**config.mk**
```make
export PLATFORM = sky130hd
export DESIGN_NAME = rou_target_flat
export DESIGN_NICKNAME = d
export VERILOG_FILES = /design/src/rtl/rou_pkg.sv /design/src/rtl/rou_target_if.sv /design/src/rtl/rou_sync_fifo.sv /design/src/rtl/rou_target.sv /design/src/flat_wrapper.sv
export SDC_FILE = /design/constraint.sdc
export NUM_CORES = 1
export LEC_CHECK = 0
export ABC_CLOCK_PERIOD_IN_PS = 20200
export BUFFER_PORTS_ARGS = -buffer_cell sky130_fd_sc_hd__buf_2
export CAP_MARGIN = 10
export CORE_MARGIN = 10
export CORE_UTILIZATION = 50
export CTS_CLUSTER_DIAMETER = 120
export DETAILED_ROUTE_END_ITERATION = 12
export PLACE_DENSITY = 0.71
export REMOVE_ABC_BUFFERS = 1
export SYNTH_ARGS = -nofsm -noshare
export SYNTH_HDL_FRONTEND = slang
export SYNTH_SLANG_ARGS = --single-unit
```
**constraint.sdc**
```tcl
create_clock -name clk -period 20.2 [get_ports clk]
set_input_delay 4.04 -clock clk [delete_from_list [all_inputs] [get_ports clk]]
set_output_delay 4.04 -clock clk [all_outputs]
set_load 0.005 [all_outputs]
```
**src/rtl/rou_pkg.sv**
```systemverilog
// Shared definitions for the rou bus target.
//   - Flit kind codes and ack codes used on rou_in/rou_out and ack_in/ack_out.
//   - Field-offset helpers for the flit layout {kind, cmd, addr, data}.
//   - Tx FSM state encoding.
package rou_pkg;

    localparam logic [1:0] KIND_IDLE = 2'd0;
    localparam logic [1:0] KIND_WR   = 2'd1;
    localparam logic [1:0] KIND_RD   = 2'd2;
    localparam logic [1:0] KIND_RSP  = 2'd3;

    localparam logic [2:0] ACK_NONE   = 3'b000;
    localparam logic [2:0] ACK_ACCEPT = 3'b001;
    localparam logic [2:0] ACK_RETRY  = 3'b010;
    localparam logic [2:0] ACK_ERROR  = 3'b100;

    typedef enum logic [1:0] {
        TX_IDLE,
        TX_SEND,
        TX_WAIT
    } tx_state_t;

    // The data field sits at bit 0; every other field is stacked above it.
    function automatic int addr_lsb(input int dwid);
        return dwid;
    endfunction

    function automatic int cmd_lsb(input int dwid, input int awid);
        return dwid + awid;
    endfunction

    function automatic int kind_lsb(input int dwid, input int awid, input int cwid);
        return dwid + awid + cwid;
    endfunction

    function automatic int flit_width(input int dwid, input int awid, input int cwid);
        return 2 + dwid + awid + cwid;
    endfunction

endpackage

```
**src/rtl/rou_target_if.sv**
```systemverilog
// rou bus link between an initiator (master) and a target (slave).
//   rou_in  : request flit, master -> slave
//   ack_in  : ack for rou_in, slave -> master
//   rou_out : response flit, slave -> master
//   ack_out : ack for rou_out, master -> slave
interface rou_target_if #(
    parameter int DWID = 128,
    parameter int AWID = 32,
    parameter int CWID = 8
);
    localparam int WID = 2 + DWID + AWID + CWID;

    logic [WID-1:0] rou_in;
    logic [2:0]     ack_in;
    logic [WID-1:0] rou_out;
    logic [2:0]     ack_out;

    modport master (
        output rou_in,
        output ack_out,
        input  ack_in,
        input  rou_out
    );

    modport slave (
        input  rou_in,
        input  ack_out,
        output ack_in,
        output rou_out
    );

endinterface

```
**src/rtl/rou_sync_fifo.sv**
```systemverilog
// Small synchronous show-ahead FIFO.
//   clk, rst   : clock, asynchronous active-high reset
//   push       : write push_data (ignored when full)
//   pop        : drop the head entry (ignored when empty)
//   pop_data   : current head entry
//   empty      : no entries held
//   count      : number of entries held
module rou_sync_fifo #(
    parameter  int WIDTH = 8,
    parameter  int DEPTH = 4,
    localparam int AW    = (DEPTH > 1) ? $clog2(DEPTH) : 1,
    localparam int CW    = $clog2(DEPTH + 1)
) (
    input  logic             clk,
    input  logic             rst,
    input  logic             push,
    input  logic [WIDTH-1:0] push_data,
    input  logic             pop,
    output logic [WIDTH-1:0] pop_data,
    output logic             empty,
    output logic [CW-1:0]    count
);

    logic [WIDTH-1:0] store [DEPTH];
    logic [AW-1:0]    wr_ptr;
    logic [AW-1:0]    rd_ptr;
    logic             do_push;
    logic             do_pop;

    function automatic logic [AW-1:0] ptr_inc(input logic [AW-1:0] p);
        return (p == AW'(DEPTH - 1)) ? '0 : p + 1'b1;
    endfunction

    assign do_push  = push && (count != CW'(DEPTH));
    assign do_pop   = pop && (count != '0);
    assign empty    = (count == '0);
    assign pop_data = store[rd_ptr];

    // Storage needs no reset; only the pointers define what is valid.
    always_ff @(posedge clk) begin
        if (do_push) begin
            store[wr_ptr] <= push_data;
        end
    end

    always_ff @(posedge clk or posedge rst) begin
        if (rst) begin
            wr_ptr <= '0;
            rd_ptr <= '0;
            count  <= '0;
        end else begin
            if (do_push) begin
                wr_ptr <= ptr_inc(wr_ptr);
            end
            if (do_pop) begin
                rd_ptr <= ptr_inc(rd_ptr);
            end
            case ({do_push, do_pop})
                2'b10:   count <= count + 1'b1;
                2'b01:   count <= count - 1'b1;
                default: count <= count;
            endcase
        end
    end

endmodule

```
**src/rtl/rou_target.sv**
```systemverilog
// Terminal responder on the rou bus.
//   clk, rst    : clock, asynchronous active-high reset
//   rou         : rou link (slave side) carrying rou_in/ack_in/rou_out/ack_out
//   pwr_en      : local power request; low drains and powers down
//   powered     : this side is live, held until fully drained
//   mem_*       : one-request-per-cycle local memory port, in-order read data
// Requests are acked one cycle after they are sampled. Reads park their tag in
// a tag FIFO until data returns, then move to a response FIFO that the tx FSM
// sends out as kind-3 flits and retries until acked.
module rou_target
    import rou_pkg::*;
#(
    parameter int             DWID     = 128,
    parameter int             AWID     = 32,
    parameter int             CWID     = 8,
    parameter int             WID      = flit_width(DWID, AWID, CWID),
    parameter logic [AWID-1:0] BASE    = '0,
    parameter int             WIN_LOG2 = 16,
    parameter int             RQ_DEPTH = 4,
    parameter int             ACK_TMO  = 15
) (
    input  logic            clk,
    input  logic            rst,
    rou_target_if.slave     rou,
    input  logic            pwr_en,
    output logic            powered,
    output logic            mem_req,
    output logic            mem_we,
    output logic [AWID-1:0] mem_addr,
    output logic [DWID-1:0] mem_wdata,
    input  logic            mem_ready,
    input  logic            mem_rvalid,
    input  logic [DWID-1:0] mem_rdata
);

    localparam int ADDR_LSB = addr_lsb(DWID);
    localparam int CMD_LSB  = cmd_lsb(DWID, AWID);
    localparam int KIND_LSB = kind_lsb(DWID, AWID, CWID);
    localparam int CW       = $clog2(RQ_DEPTH + 1);
    localparam int TW       = $clog2(ACK_TMO + 1);

    // One extra bit so a window ending exactly at 2**AWID still compares right.
    localparam logic [AWID:0] WIN_LO = {1'b0, BASE};
    localparam logic [AWID:0] WIN_HI = WIN_LO + ((AWID + 1)'(1) << WIN_LOG2);

    logic [1:0]      req_kind;
    logic [CWID-1:0] req_cmd;
    logic [AWID-1:0] req_addr;
    logic [DWID-1:0] req_data;
    logic            in_win;
    logic            is_wr;
    logic            is_rd;
    logic [CW:0]     occupancy;
    logic [2:0]      ack_nxt;
    logic            accept;

    logic [CWID+AWID-1:0]      tag_head;
    logic                      tag_empty;
    logic [CW-1:0]             tag_count;
    logic                      rd_return;
    logic [CWID+AWID+DWID-1:0] rsp_head;
    logic                      rsp_empty;
    logic [CW-1:0]             rsp_count;

    tx_state_t       state;
    logic [TW-1:0]   tmo_cnt;
    logic [WID-1:0]  rsp_flit;
    logic            ack_done;
    logic            ack_resend;
    logic            rsp_pop;
    logic            drained;

    assign req_kind  = rou.rou_in[KIND_LSB +: 2];
    assign req_cmd   = rou.rou_in[CMD_LSB +: CWID];
    assign req_addr  = rou.rou_in[ADDR_LSB +: AWID];
    assign req_data  = rou.rou_in[0 +: DWID];
    assign is_wr     = (req_kind == KIND_WR);
    assign is_rd     = (req_kind == KIND_RD);
    assign in_win    = ({1'b0, req_addr} >= WIN_LO) && ({1'b0, req_addr} < WIN_HI);
    // Responses still waiting to be sent count against read credit, so reads
    // can never overflow the response FIFO.
    assign occupancy = {1'b0, tag_count} + {1'b0, rsp_count};

    always_comb begin
        ack_nxt = ACK_NONE;
        accept  = 1'b0;
        if (req_kind != KIND_IDLE) begin
            if (req_kind == KIND_RSP || !in_win || !pwr_en) begin
                ack_nxt = ACK_ERROR;
            end else if (!mem_ready || (is_rd && occupancy >= (CW + 1)'(RQ_DEPTH))) begin
                ack_nxt = ACK_RETRY;
            end else begin
                ack_nxt = ACK_ACCEPT;
                accept  = 1'b1;
            end
        end
    end

    always_ff @(posedge clk or posedge rst) begin
        if (rst) begin
            rou.ack_in <= ACK_NONE;
            mem_req    <= 1'b0;
            mem_we     <= 1'b0;
            mem_addr   <= '0;
            mem_wdata  <= '0;
        end else begin
            rou.ack_in <= ack_nxt;
            mem_req    <= accept;
            mem_we     <= accept && is_wr;
            mem_addr   <= accept ? (req_addr - BASE) : '0;
            mem_wdata  <= (accept && is_wr) ? req_data : '0;
        end
    end

    // Stray read data with no outstanding tag is dropped here.
    assign rd_return = mem_rvalid && !tag_empty;

    rou_sync_fifo #(
        .WIDTH (CWID + AWID),
        .DEPTH (RQ_DEPTH)
    ) u_tag_fifo (
        .clk       (clk),
        .rst       (rst),
        .push      (accept && is_rd),
        .push_data ({req_cmd, req_addr}),
        .pop       (rd_return),
        .pop_data  (tag_head),
        .empty     (tag_empty),
        .count     (tag_count)
    );

    rou_sync_fifo #(
        .WIDTH (CWID + AWID + DWID),
        .DEPTH (RQ_DEPTH)
    ) u_rsp_fifo (
        .clk       (clk),
        .rst       (rst),
        .push      (rd_return),
        .push_data ({tag_head, mem_rdata}),
        .pop       (rsp_pop),
        .pop_data  (rsp_head),
        .empty     (rsp_empty),
        .count     (rsp_count)
    );

    assign rsp_flit   = {KIND_RSP, rsp_head};
    // Anything other than a clean retry ends the response: accept, error, or
    // a malformed multi-bit ack (treated as error).
    assign ack_done   = (rou.ack_out != ACK_NONE) && (rou.ack_out != ACK_RETRY);
    assign ack_resend = (rou.ack_out == ACK_RETRY) || (tmo_cnt == TW'(ACK_TMO - 1));
    assign rsp_pop    = (state == TX_WAIT) && ack_done;

    // rou_out is only non-zero during SEND; the head stays in the FIFO until
    // the partner acks, so retries and timeouts simply re-send it.
    always_ff @(posedge clk or posedge rst) begin
        if (rst) begin
            state       <= TX_IDLE;
            rou.rou_out <= '0;
            tmo_cnt     <= '0;
        end else begin
            case (state)
                TX_IDLE: begin
                    if (!rsp_empty) begin
                        state       <= TX_SEND;
                        rou.rou_out <= rsp_flit;
                    end
                end
                TX_SEND: begin
                    state       <= TX_WAIT;
                    rou.rou_out <= '0;
                    tmo_cnt     <= '0;
                end
                TX_WAIT: begin
                    if (ack_done) begin
                        state <= TX_IDLE;
                    end else if (ack_resend) begin
                        state       <= TX_SEND;
                        rou.rou_out <= rsp_flit;
                    end else begin
                        tmo_cnt <= tmo_cnt + 1'b1;
                    end
                end
                default: begin
                    state       <= TX_IDLE;
                    rou.rou_out <= '0;
                end
            endcase
        end
    end

    // Power stays up after pwr_en drops until every read has been answered.
    assign drained = tag_empty && rsp_empty && (state == TX_IDLE);

    always_ff @(posedge clk or posedge rst) begin
        if (rst) begin
            powered <= 1'b0;
        end else begin
            powered <= pwr_en || (powered && !drained);
        end
    end

endmodule

```
**src/flat_wrapper.sv**
```systemverilog
// flat-port wrapper written by rule: the top's interface ports become plain ports
module rou_target_flat import rou_pkg::*;
#(
    parameter int             DWID     = 128,
    parameter int             AWID     = 32,
    parameter int             CWID     = 8,
    parameter int             WID      = flit_width(DWID, AWID, CWID),
    parameter logic [AWID-1:0] BASE    = '0,
    parameter int             WIN_LOG2 = 16,
    parameter int             RQ_DEPTH = 4,
    parameter int             ACK_TMO  = 15
)
  (clk, rst, pwr_en, powered, mem_req, mem_we, mem_addr, mem_wdata, mem_ready, mem_rvalid, mem_rdata, rou_rou_in, rou_ack_out, rou_ack_in, rou_rou_out);
  rou_target_if #(.DWID(DWID), .AWID(AWID), .CWID(CWID)) rou_i ();
  input  logic clk;
  input  logic rst;
  input  logic pwr_en;
  output logic powered;
  output logic mem_req;
  output logic mem_we;
  output logic [AWID-1:0] mem_addr;
  output logic [DWID-1:0] mem_wdata;
  input  logic mem_ready;
  input  logic mem_rvalid;
  input  logic [DWID-1:0] mem_rdata;
  input wire logic [$bits(rou_i.rou_in)-1:0] rou_rou_in;
  input wire logic [$bits(rou_i.ack_out)-1:0] rou_ack_out;
  output wire logic [$bits(rou_i.ack_in)-1:0] rou_ack_in;
  output wire logic [$bits(rou_i.rou_out)-1:0] rou_rou_out;
  assign rou_i.rou_in = rou_rou_in;
  assign rou_i.ack_out = rou_ack_out;
  assign rou_ack_in = rou_i.ack_in;
  assign rou_rou_out = rou_i.rou_out;
  rou_target #(.DWID(DWID), .AWID(AWID), .CWID(CWID), .WID(WID), .BASE(BASE), .WIN_LOG2(WIN_LOG2), .RQ_DEPTH(RQ_DEPTH), .ACK_TMO(ACK_TMO)) u_core (.clk(clk), .rst(rst), .rou(rou_i), .pwr_en(pwr_en), .powered(powered), .mem_req(mem_req), .mem_we(mem_we), .mem_addr(mem_addr), .mem_wdata(mem_wdata), .mem_ready(mem_ready), .mem_rvalid(mem_rvalid), .mem_rdata(mem_rdata));
endmodule
```
* Word level (Yosys, flattened, before mapping)
Memories as Yosys holds them, arrays and structs flattened.
Index checks and enable logic that the tools add are counted.
** Operators by class
- Add/sub/neg operators :: 10
- Muxes and demuxes :: 29
- $lt $le $gt $ge :: 2
- Equality and inequality tests :: 23
- Reductions and logical operators :: 36
** Operators by type and width (number)
- $mux 170 :: 3
- $pmux 170 s2 :: 1
- $mux 128 :: 1
- $lt 32x17->1 const B :: 1
- $mux 32 :: 1
- $eq 2x2->1 const B :: 9
- $mux 2 :: 8
- $logic_and 1x1->1 :: 13
- $pmux 3 s2 :: 2
- $reduce_bool 3->1 :: 3
- $add 2x1->2 const B :: 4
- $eq 2x1->1 const B :: 4
- $mux 4 :: 2
- $pmux 4 s2 :: 1
- $reduce_bool 2->1 :: 4
- $mux 1 :: 7
- $add 3x1->3 const B :: 2
- $logic_not 3->1 :: 2
- $mux 3 :: 2
- $ne 2x2->1 const B :: 3
- $ne 3x3->1 const B :: 2
- $pmux 2 s3 :: 1
- $reduce_and 3->1 :: 2
- $sub 3x1->3 const B :: 2
- other kinds (12) :: 20
** Storage, ports and cells
- Logic and storage cells :: 117
- Bits in writable memories :: 832
- Register bits after elaboration :: 356
- Output and inout port bits :: 336
- Memories kept :: 2
** Memories
- u_core.u_rsp_fifo.store :: words 4, width 168, rd ports 1, clocked after memory_dff 0, wr ports 1, RTL line rou_sync_fifo.sv:24 : logic [WIDTH-1:0] store [DEPTH];
- u_core.u_tag_fifo.store :: words 4, width 40, rd ports 1, clocked after memory_dff 0, wr ports 1, RTL line rou_sync_fifo.sv:24

* Longest topological paths before layout
- Word-level depth :: 11
- Mapped depth :: 11
- Mapped depth without buffers :: 11

* Cells and area by module
A second synthesis with hierarchy kept.
** Unflattened totals
- Cell total of the unflattened synthesis :: 1943
- Area, all modules :: 42478.2 um^2
** Modules (own cells, without submodules)
- rou_sync_fifo (u_core.u_rsp_fifo) :: seq. area each 20354.5 um^2, area an instance 24663.7 um^2, instances 1, cells an instance 919
- rou_target :: seq. area each 8508.2 um^2, area an instance 11541.1 um^2, instances 1, cells an instance 773
- rou_sync_fifo (u_core.u_tag_fifo) :: seq. area each 4979.8 um^2, area an instance 6273.5 um^2, instances 1, cells an instance 251

* Worst setup path after synthesis
Ideal clock, no wire load.
- Path type :: input to register
- Start point :: input mem_rvalid
- End point :: memory u_core.u_rsp_fifo.store[0][0] (netlist name) (enable)
- Stages on the path :: 3
- Data required time :: 19652 ps
- Data arrival time :: 8434 ps
- Setup slack :: 11218 ps
- Setup time :: 548 ps
- Cells stage by stage :: o31ai_1 -> a31oi_1 -> and2_1
** Between the ends
- Word-level cells in the longest chain between the ends :: 4
** RTL lines
- start, declared :: RTL line flat_wrapper.sv:24 : input logic mem_rvalid;
- $logic_and 1x1->1 :: RTL line rou_target.sv:116 : assign rd_return = mem_rvalid && !tag_empty;
- $logic_and 1x1->1 :: RTL line rou_sync_fifo.sv:34 : assign do_push = push && (count != CW'(DEPTH));
- $mux 1 :: RTL line rou_sync_fifo.sv:41 : if (do_push) begin
- $mux 1 (implied by the code) :: RTL line rou_sync_fifo.sv:42 : store[wr_ptr] <= push_data;
- end, declared :: RTL line rou_sync_fifo.sv:24
No other way between the ends.

* Worst setup path after layout
- Start point :: input mem_rvalid
- End point :: memory u_core.u_rsp_fifo.store[0][126] (netlist name) (enable)
Same word-level chain as after synthesis.

==> impl_metrics.ini <==
[run_status]
status = finished, final reports clean

[sta]
fmax_mhz = 154
period_share = 0.321
hold_violations = 0
rsz0062_at_grt = false
worst_slew_margin_rel = 0.219
min_period_ns = 6.48
setup_viol = 0
fin_setup_tns_ns = 0
worst_clock_skew_ns = 0.0263
max_slew.worst_pin.slew_ns = 1.17
hold_ws_ns = 0.491
drv_slew = 0

[clocking]
postCtsSetupBuffers = 0
clockBufferDepth = 3
clkTransAtPathRegs_ns = 0.06
cts_resized = 0
cts-root-buf = clkbuf_16
h-tree-depth = 3
clock_latency_ns = 0.68
hold_buffers = 0
cts_tree = built
clock_sinks = 1186
cts_made_buffers = 117

[drt]
wirelength_mm = 102
vias = 22300
routed_via_density = 5.48
detail_route.wl_per_cell_um = 25.0
ant_nets = 0
drc = 0
first_iter_violations = 1765
drt_pass1_iterations = 5

[global_route]
grt_max_degree = 119
antenna_found_initial = 27
grtUsageTotal = 0.202
grt_pass1_vias = 23700
grt_overflow_total = 0
grt_first_pass_wirelength_mm = 152

[layout]
layout-drive-gt1-share = 0.420
layoutNonFillerInstCount = 4064
multi_input_area_um2 = 8490
register_area_um2 = 33900
final_area_um2 = 51900
nFillCells = 6238
nets = 3121
area_growth_pct = 19.5

[floorplan]
io-pin-count = 642
chipWidth_um = 315
dieArea_um2 = 99100
start_util = 0.502
dieHeight_um = 315
core_area_um2 = 86500
rows = 108

[synth]
synthTopCellsByArea = edfxtp_1 57%, dfrtp_1 20%, mux4_2 11%
synthDistinctLibCells = 45
avgSynthCellArea_um2 = 20.6
syn_area_um2 = 43500
synth-simple-area-share = 0.0372
synth_area_leader_cell = edfxtp_1
synth_top_family_by_area = multiplexers
async_flop_share = 0.298
yosysSeqAreaShare = 0.779
synth_compound_area_frac = 0.0382
synth-seq-cells = 1186
synth_xor_area_frac = 0.00141
synth_edf_count = 832
synth_warnings = 0
synth_top_area_share = 0.575
synthAdderAreaFrac = 0.00668
synthCells = 2108
yosys_most_used_dff = edfxtp_1
synth.mux.area_fraction = 0.110

[setup_path]
cp_data_required_time_ns = 20.49
regToRegSetupSlack_ns = 16.66
r2r_cells = 5
reg2reg_from = u_core.u_tag_fifo.count[1]
criticalPathCategory = input port to register
cp-start-kind = input port
end_kind = register
crit_end = u_core.u_rsp_fifo.store[0][126]
critical_path_arrival_ns = 6.77
rr_endpoint = u_core.u_rsp_fifo.store[0][126]
crit_start = mem_rvalid
path_max_fanout = 59

[power_and_ir_drop]
seqPwrFrac = 0.464
p_leak_nw = 20.8
p_int_mw = 5.21
ir_drop_uv = 81.6
pwr-share-clk = 0.308
fin_total_pwr_mw = 7.24
power_frac_comb = 0.227
swShare = 0.280
cellPowerDensity_nw_per_um2 = 139
switchingPower_mw = 2.03

[placed_design]
dpl_cell_area_um2 = 47800
portBuffers = 641
dp.cells = 3829
gp_congestion = 0.886
post-dp-hpwl_mm = 65.2

[flow_run]
cap_violations = 0

[worst_hold_path]
hp-class = register to register
[worst max-delay path, stage by stage]
cell and delay [ns]:
buf_2 0.08, o31ai_1 0.13, a31oi_1 0.57, and2_4 0.25
buf_4 0.70, buf_4 0.83
[cell type report]
type                       count  area share
antenna                       11    0.000530
sequential                  1186       0.652
multi-input combinational    655       0.163
clock inverter                59      0.0121
timing repair buffer         669      0.0661
inverter                     164      0.0120
clock buffer                 165      0.0662
tap                         1155      0.0278
[how the worst min path moves through the flow]
stage                                 to  slack (ns)  cells past startpoint           start
after floorplan           u_core.powered        0.47                      1  u_core.powered
after global placement    u_core.powered        0.47                      1  u_core.powered
after detailed placement  u_core.powered        0.47                      1  u_core.powered
after CTS                 u_core.powered        0.49                      1  u_core.powered
after global routing      u_core.powered        0.51                      1  u_core.powered
final                     u_core.powered        0.49                      1  u_core.powered
[cells in the final DEF (no fill, tap or decap), types with 9 or more instances in the layout]
master	netlist	final
a22o_1	168	168
dfrtp_1	354	350
nor2_1	25	24
inv_1	164	163
clkbuf_1	38	22
diode_2	0	11
clkinv_1	0	9
clkinv_2	0	22
conb_1	1	16
clkbuf_16	0	123
buf_4	6	27
edfxtp_1	832	832
nand2_1	12	12
clkinvlp_4	0	9
nor3_2	122	122
bufinv_16	0	11
buf_2	53	641
mux4_2	208	208
nor3_1	13	13
ha_1	20	20
clkbuf_8	0	20
[registers in the layout (all words and copies together) (netlist names), 3 cells and up]
| register | flops |
|---|---|
| u_core.tmo_cnt | 4 |
| u_core.u_tag_fifo.count | 3 |
| u_core.rou.rou_out | 169 |
| u_core.u_tag_fifo.store | 160 |
| u_core.u_rsp_fifo.count | 3 |
| u_core.mem_wdata | 128 |
| u_core.rou.ack_in | 3 |
| u_core.mem_addr | 32 |
| u_core.u_rsp_fifo.store | 672 |
[synth_stat cells, types with 5 or more instances]
cell and count:
edfxtp_1 832, dfrtp_1 354, mux4_2 208, a22o_1 168, inv_1 164, nor3_2 122, buf_2 53, clkbuf_1 38
nor2_1 25, ha_1 20, nor3_1 13, buf_1 12, nand2_1 12, buf_6 9, and2_1 8, a21o_1 6
buf_4 6, mux2_2 6, nand3_1 6, nor2b_1 5, o21ai_0 5
[power groups by stage]
stage                     registers (mW)  logic [mW]  clock network (mW)
final                               3.36        1.64                2.23
after global routing                3.41        1.79                2.38
after CTS                           3.37        1.69                2.28
after global placement              3.39        1.64                   0
after detailed placement            3.42        1.68                   0
after floorplan                     3.47        1.18                   0
[stage by stage]
stage	util	setup WS, ns
final	0.601	13.72
after global routing	0.600	13.57
after CTS	0.600	13.78
after detailed placement	0.553	13.07
after global placement	0.553	13.12
after floorplan	-	6.34
[cell families after synthesis]
family,after synthesis
DFF,1186
other,1
adders and majority gates,22
and+or+nand+nor,201
muxes,215
buffers and inverters,282
xor gates and xnor gates,7
AOI/OAI and AO/OA,194
[layer usage]
layer	up-vias	GRT usage	part of all wire
met4	28	0.0498	0.018
li1	9603	-	-
met3	152	0.0621	0.083
met1	11700	0.254	0.38
met5	-	0	0.0017
met2	785	0.339	0.51
(Power assumes the default switching activity.)
